==> src/rtl/regfile_pkg.sv <==
// Shared constants and the register-index type for the multi-port register file.
package regfile_pkg;

  localparam int XLEN_DEF  = 32;
  localparam int NREGS_DEF = 32;
  localparam int AW_DEF    = $clog2(NREGS_DEF);

  typedef logic [AW_DEF-1:0] reg_idx_t;

endpackage

==> src/rtl/regfile_scoreboard.sv <==
// Pending-write scoreboard: one bit per register, set by reserve, cleared by write or flush.
module regfile_scoreboard
  import regfile_pkg::*;
#(
  parameter int NREGS = NREGS_DEF,
  parameter int NRD   = 2,
  parameter int NWR   = 1,
  localparam int AW   = $clog2(NREGS)
) (
  input  logic                    clk,
  input  logic                    rst_n,
  input  logic [NRD-1:0][AW-1:0]  rd_addr,
  input  logic [NWR-1:0]          wr_en,
  input  logic [NWR-1:0][AW-1:0]  wr_addr,
  input  logic                    rsv_en,
  input  logic [AW-1:0]           rsv_addr,
  input  logic                    flush,
  output logic [NRD-1:0]          rd_busy
);

  logic [NREGS-1:0] pending;

  // Register 0 can never be reserved, so its bit is a constant zero.
  assign pending[0] = 1'b0;

  genvar gi;
  generate
    for (gi = 1; gi < NREGS; gi++) begin : g_pend
      logic pending_reg;
      logic pending_next;
      logic wr_hit;

      always_comb begin
        wr_hit = 1'b0;
        for (int k = 0; k < NWR; k++) begin
          if (wr_en[k] && (wr_addr[k] == AW'(gi))) wr_hit = 1'b1;
        end
      end

      // Flush beats reserve; a reserve beats a same-cycle write (new producer).
      always_comb begin
        pending_next = pending_reg;
        if (flush)
          pending_next = 1'b0;
        else if (rsv_en && (rsv_addr == AW'(gi)))
          pending_next = 1'b1;
        else if (wr_hit)
          pending_next = 1'b0;
      end

      always_ff @(posedge clk or negedge rst_n) begin
        if (!rst_n) pending_reg <= 1'b0;
        else        pending_reg <= pending_next;
      end

      assign pending[gi] = pending_reg;
    end

    for (gi = 0; gi < NRD; gi++) begin : g_busy
      logic rd_hit;

      always_comb begin
        rd_hit = 1'b0;
        for (int k = 0; k < NWR; k++) begin
          if (wr_en[k] && (wr_addr[k] == rd_addr[gi])) rd_hit = 1'b1;
        end
      end

      assign rd_busy[gi] = pending[rd_addr[gi]] & ~rd_hit;
    end
  endgenerate

endmodule

==> src/rtl/regfile_mp.sv <==
// Multi-port register file with write-first bypass, optional registered read,
// and a pending-write scoreboard for issue-time hazard tracking.
module regfile_mp
  import regfile_pkg::*;
#(
  parameter int XLEN      = XLEN_DEF,
  parameter int NREGS     = NREGS_DEF,
  parameter int NRD       = 2,
  parameter int NWR       = 1,
  parameter int SYNC_READ = 0,
  localparam int AW       = $clog2(NREGS)
) (
  input  logic                     clk,
  input  logic                     rst_n,
  input  logic [NRD-1:0][AW-1:0]   rd_addr,
  output logic [NRD-1:0][XLEN-1:0] rd_data,
  output logic [NRD-1:0]           rd_busy,
  input  logic [NWR-1:0]           wr_en,
  input  logic [NWR-1:0][AW-1:0]   wr_addr,
  input  logic [NWR-1:0][XLEN-1:0] wr_data,
  input  logic                     rsv_en,
  input  logic [AW-1:0]            rsv_addr,
  input  logic                     flush
);

  logic [XLEN-1:0] regs [NREGS];
  logic [NRD-1:0]  busy_comb;

  assign regs[0] = '0;

  genvar gi;
  generate
    for (gi = 1; gi < NREGS; gi++) begin : g_reg
      logic [XLEN-1:0] data_reg;
      logic [XLEN-1:0] data_next;

      // Ascending scan: the highest-indexed enabled port wins a collision.
      always_comb begin
        data_next = data_reg;
        for (int k = 0; k < NWR; k++) begin
          if (wr_en[k] && (wr_addr[k] == AW'(gi))) data_next = wr_data[k];
        end
      end

      always_ff @(posedge clk or negedge rst_n) begin
        if (!rst_n) data_reg <= '0;
        else        data_reg <= data_next;
      end

      assign regs[gi] = data_reg;
    end

    for (gi = 0; gi < NRD; gi++) begin : g_rd
      logic [XLEN-1:0] data_comb;

      always_comb begin
        data_comb = regs[rd_addr[gi]];
        for (int k = 0; k < NWR; k++) begin
          if (wr_en[k] && (wr_addr[k] == rd_addr[gi]) && (rd_addr[gi] != '0))
            data_comb = wr_data[k];
        end
      end

      if (SYNC_READ != 0) begin : g_sync
        logic [XLEN-1:0] data_reg;
        logic            busy_reg;

        always_ff @(posedge clk or negedge rst_n) begin
          if (!rst_n) begin
            data_reg <= '0;
            busy_reg <= 1'b0;
          end else begin
            data_reg <= data_comb;
            busy_reg <= busy_comb[gi];
          end
        end

        assign rd_data[gi] = data_reg;
        assign rd_busy[gi] = busy_reg;
      end else begin : g_comb
        // Gate with reset so a bypassed write cannot leak out while held in reset.
        assign rd_data[gi] = rst_n ? data_comb : '0;
        assign rd_busy[gi] = rst_n & busy_comb[gi];
      end
    end
  endgenerate

  regfile_scoreboard #(
    .NREGS (NREGS),
    .NRD   (NRD),
    .NWR   (NWR)
  ) u_scoreboard (
    .clk      (clk),
    .rst_n    (rst_n),
    .rd_addr  (rd_addr),
    .wr_en    (wr_en),
    .wr_addr  (wr_addr),
    .rsv_en   (rsv_en),
    .rsv_addr (rsv_addr),
    .flush    (flush),
    .rd_busy  (busy_comb)
  );

endmodule

==> config.mk <==
export PLATFORM = sky130hd
export DESIGN_NAME = regfile_mp
export DESIGN_NICKNAME = d
export VERILOG_FILES = /design/src/rtl/regfile_pkg.sv /design/src/rtl/regfile_scoreboard.sv /design/src/rtl/regfile_mp.sv
export SDC_FILE = /design/constraint.sdc
export NUM_CORES = 2
export LEC_CHECK = 0
export BUFFER_PORTS_ARGS = -buffer_cell sky130_fd_sc_hd__buf_2
export CORE_MARGIN = 3
export CORE_UTILIZATION = 45
export DETAILED_ROUTE_END_ITERATION = 8
export PLACE_DENSITY = 0.63
export SLEW_MARGIN = 10
export SYNTH_ARGS = -nofsm -noshare
export SYNTH_HDL_FRONTEND = slang
export SYNTH_SLANG_ARGS = --single-unit
==> constraint.sdc <==
create_clock -name clk -period 2.4 [get_ports clk]
set_clock_uncertainty 0.1 [all_clocks]
set_input_delay 0.24 -clock clk [delete_from_list [all_inputs] [get_ports clk]]
set_output_delay 0.24 -clock clk [all_outputs]
set_load 0.02 [all_outputs]
* Yosys cells after proc, flatten, opt, wreduce, memory -nomap -nowiden
Cells that the tools add are included.
Word-level totals: bits in registers 1023, input bits 57, output and inout bits 66, logic and storage cells 377
Operators by class: order comparisons 4, equal/unequal tests 64, multiplexer cells 140, bitwise logic cells 8, reductions and logical operators 99
Operators by type and width (count):
- $bmux W32 S5 | 2
- $mux W32 | 8
- $eq A5 B5 Y1 const B | 32
- $mux W1 | 128
- $reduce_bool A3 Y1 | 31
- $eq A5 B4 Y1 const B | 16
- $logic_and A1 B1 Y1 | 66
- $eq A5 B3 Y1 const B | 8
- $eq A5 B2 Y1 const B | 4
- $ge A6 B6 Y1 const B | 2
- $lt A5 B6 Y1 const B | 2
- $not A5 Y6 | 2
- $bmux W1 S5 | 2
- $eq A5 B1 Y1 const B | 2
- $eq A5 B5 Y1 | 2
- $reduce_bool A5 Y1 | 2
- $and A1 B1 Y1 | 4
- $not A1 Y1 | 2

* Logic depth before layout (Yosys ltp)
depth after elaboration 6, gate-level depth with buffers 9, depth with buffers taken out 5

* By module
A second synthesis with hierarchy kept.
Unflattened totals: cells, all modules 4035, area, all modules 56196.4 µm²
By module, submodules not included:
- regfile_mp | instances 1, cells an instance 3798, area each 54054.3 µm², seq. area each 24823.8 µm²
- regfile_scoreboard | instances 1, cells an instance 237, area each 2142.1 µm², seq. area each 775.7 µm²

* Worst setup path before layout
OpenSTA, ideal clock, no wires.
path type in2out, from input rd_addr[0] (netlist bit), to output rd_busy[0], arrival 1.938 ns, required time 2.060 ns, slack 0.122 ns, cell stages on the path 8, buffers on the path 3, path through buf_4 -> buf_6 -> buf_4 -> mux4_2 -> mux2i_1 -> nand2_1 -> a21boi_0 -> nor4_1
On the way: word-level cells in the longest chain between the ends 6, elaborated cells on any way between the ends 8, those cells by class 1 x eq/ne; 3 x mux; 3 x bitwise; 1 x reduce/logical
Ends and longest elaborated chain:
- start: declaration | line regfile_mp.sv:15 | input logic [NRD-1:0][AW-1:0] rd_addr,
- branches (longest 4 deep; another with $bmux W1 S5)
- $and A1 B1 Y1 * | line regfile_scoreboard.sv:69 | assign rd_busy[gi] = pending[rd_addr[gi]] & ~rd_hit;
- $and A1 B1 Y1 * | line regfile_mp.sv:83 | assign rd_busy[gi] = rst_n & busy_comb[gi];
- end: declaration | line regfile_mp.sv:17 | output logic [NRD-1:0] rd_busy,
Mark *: on every way between the ends. The select of a mux whose other input is x is not followed.

==> impl_metrics.py <==
metrics = {
    "status": {
        "status": "finished with violations",
        "failed_checks": "setup timing",
    },
    "sta": {
        "rsz0062_at_grt": "true",
        "max_slew_margin": 0.411,
        "fin_setup_tns_ns": -21.14,
        "fmax_ghz": 0.344,
        "finalCritPeriodShare": 1.21,
        "setup_viol_count_final": 66,
        "final_max_slew_viol_count": 0,
        "max_slew.worst_pin.slew_ns": 0.880,
        "setup_slack_ns": -0.507,
        "hold_ws_ns": 0.0692,
        "hold_violations": 0,
        "period_minus_slack_ns": 2.91,
    },
    "yosys": {
        "synth_area_leaders": "dfrtp_1, mux2_2, mux4_2",
        "synth_most_common_cell": "mux2_2",
        "synth_fp_nets": 3836,
        "ys_ff_latch": 1023,
        "synth_edf_count": 0,
        "async_flop_share": 1.00,
        "syn-instance-count": 3779,
        "synth_area_um2": 55500,
        "ys.flop_type": "dfrtp_1",
        "yosysSeqAreaShare": 0.461,
        "synth_area_leader_cell": "dfrtp_1",
        "avgSynthCellArea_um2": 14.7,
        "synthTopCellsByCount": "mux2_2, dfrtp_1, mux4_2",
        "synth.top_cell.area_share": 0.461,
        "synth-warning-count": 0,
        "synth.distinct_cells": 53,
    },
    "floorplan": {
        "die_h_um": 357,
        "start_util": 0.455,
        "core_region_area_um2": 122000,
        "fp-row-count": 128,
        "dieArea_um2": 128000,
        "num_io_pins": 123,
        "die_w_um": 357,
    },
    "cts": {
        "cts_made_buffers": 113,
        "insertion_delay_ns": 0.70,
        "cts.clk_slew.worst_paths_ns": 0.06,
        "htreeDepth": 3,
        "cts_tree": "yes",
        "cts_buffer_depth": 3,
        "cts-root-buf": "clkbuf_16",
        "clock_sinks": 1023,
    },
    "drt": {
        "drc": 0,
        "routedWlPerCell_um": 30.5,
        "ant_nets": 0,
        "finalWirelength_um": 178000,
        "via_count": 37600,
        "vias_per_cell": 6.45,
        "drtPass1Iterations": 7,
        "drt-initial-drc-count": 3085,
    },
    "layout": {
        "nets": 4161,
        "final_util": 0.546,
        "final_area_um2": 66700,
        "multiInputGateArea_um2": 28900,
        "fillers": 9896,
        "ff_latch_area_um2": 25600,
        "drive_gt1_frac": 0.584,
        "largest_reg_flops": 992,
        "syn2layout_area_growth_pct": 20.1,
    },
    "hold_path": {
        "hp-class": "input pin to asynchronous set/reset pin",
    },
    "place": {
        "place.gp.congestion": 0.841,
        "port_buffers": 122,
        "dp_slack_ns": -0.417,
        "dpl_cell_area_um2": 60800,
        "dpl.hpwl_um": 115000,
    },
    "grt": {
        "grt.overflow.total": 0,
        "grtUsageTotal": 0.280,
        "grt_pass1_vias": 39200,
        "grt_first_pass_wirelength_um": 267000,
        "antenna_found_initial": 3,
        "grt_max_degree": 109,
    },
    "job": {
        "maxCapViolCount": 0,
    },
    "critical_path": {
        "worst_setup_path_start_kind": "register",
        "crit_path_end_kind": "output port",
        "path_max_fanout": 3,
        "path_class": "register to output port",
        "cp_data_required_time_ns": 2.06,
        "arrival_ns": 2.57,
        "r2r_setup_slack_ns": 1.02,
    },
    "power": {
        "cellPowerDensity_nw_per_um2": 791,
        "ir_drop_mv": 0.638,
        "p_leak_nw": 28.7,
    },
}
==> layout make-up <==
class                           count  area share
Multi-Input combinational cell   2330       0.433
Sequential cell                  1023       0.384
Timing Repair Buffer              635      0.0934
Clock buffer                      165      0.0503
Tap cell                         1625      0.0305
Clock inverter                     42     0.00902
Antenna cell                        4    0.000150
Inverter                            1   0.0000563
==> path summary, 6_finish.rpt <==
kind / from / to / depth (start not counted)
max reg2reg: u_scoreboard.g_pend[29].pending_reg / u_scoreboard.g_pend[29].pending_reg / 3
min: rst_n / g_reg[10].data_reg[25] / 6
max: g_reg[13].data_reg[30] / rd_data[30] / 5
min in group clk: wr_data[9] / g_reg[11].data_reg[9] / 3
max in group asynchronous: rst_n / g_reg[12].data_reg[29] / 5
min reg2reg: g_reg[31].data_reg[8] / g_reg[31].data_reg[8] / 1
==> where the power goes <==
part	switching, mW	internal, mW
registers	2.38	20.5
clock network	7.39	11.1
logic	4.47	6.97
total	14.2	38.6
==> per-layer routing <==
metal	routed length [um]	vias to the layer above	global-route usage
met1	72800	20400	0.384
met3	12000	331	0.0401
met4	6950	0	0.106
met5	0	-	0
li1	-	15400	-
met2	85900	1488	0.456
==> layout by cell type (no fill, tap or decap), drive strengths merged, types with 2 or more instances in the layout <==
cell type,instances
a2111oi,3
a211oi,3
a21oi,18
a221o,31
a221oi,93
a22oi,48
a31oi,32
a32oi,2
a41oi,30
and3,3
buf,589
bufinv,13
clkbuf,166
clkinv,22
clkinvlp,6
dfrtp,1023
diode,4
dlygate4sd3,44
inv,2
mux2,1090
mux2i,103
mux4,462
nand2,128
nand2b,7
nand3,8
nand4,3
nand4b,3
nor2,100
nor2b,17
nor3,6
nor3b,4
nor4,2
o211ai,31
o21ai,79
or3,4
or4,2
xnor2,6
xor2,4
==> repair_timing <==
| action | CTS | global route |
|---|---|---|
| hold endpoints to repair | 802 | 26 |
| hold buffers | 50 | 2 |
| setup buffers | 43 | 15 |
| pin swaps | 71 | 55 |
| resized for setup | 155 | 57 |
| setup endpoints to repair | 66 | 68 |
==> metrics by stage <==
step,cells,power [mW]
5_1_grt,5822,55.0
6_report,5825,52.8
3_3_place_gp,5516,33.4
4_1_cts,5807,52.8
3_5_place_dp,5516,33.8
2_1_floorplan,3779,30.2
==> cell families (layout without fill, tap and decap cells) <==
| group | Yosys count | count (layout) | synth area share |
|---|---|---|---|
| AO/OA/AOI/OAI | 374 | 374 | 0.0498 |
| XOR/XNOR | 10 | 10 | 0.00158 |
| buffers and inverters | 426 | 843 | 0.0374 |
| flip-flops | 1023 | 1023 | 0.461 |
| multiplexers | 1655 | 1655 | 0.427 |
| other | 0 | 4 | 0 |
| AND/OR/NAND/NOR | 291 | 291 | 0.0236 |
==> worst max-delay path: stages, from the launching register on <==
cell	delay, ns
dfrtp_1	0.40
mux4_2	0.46
mux4_2	0.52
a21oi_4	0.20
a21oi_4	0.11
buf_6	0.15
(Power assumes the default switching activity.)
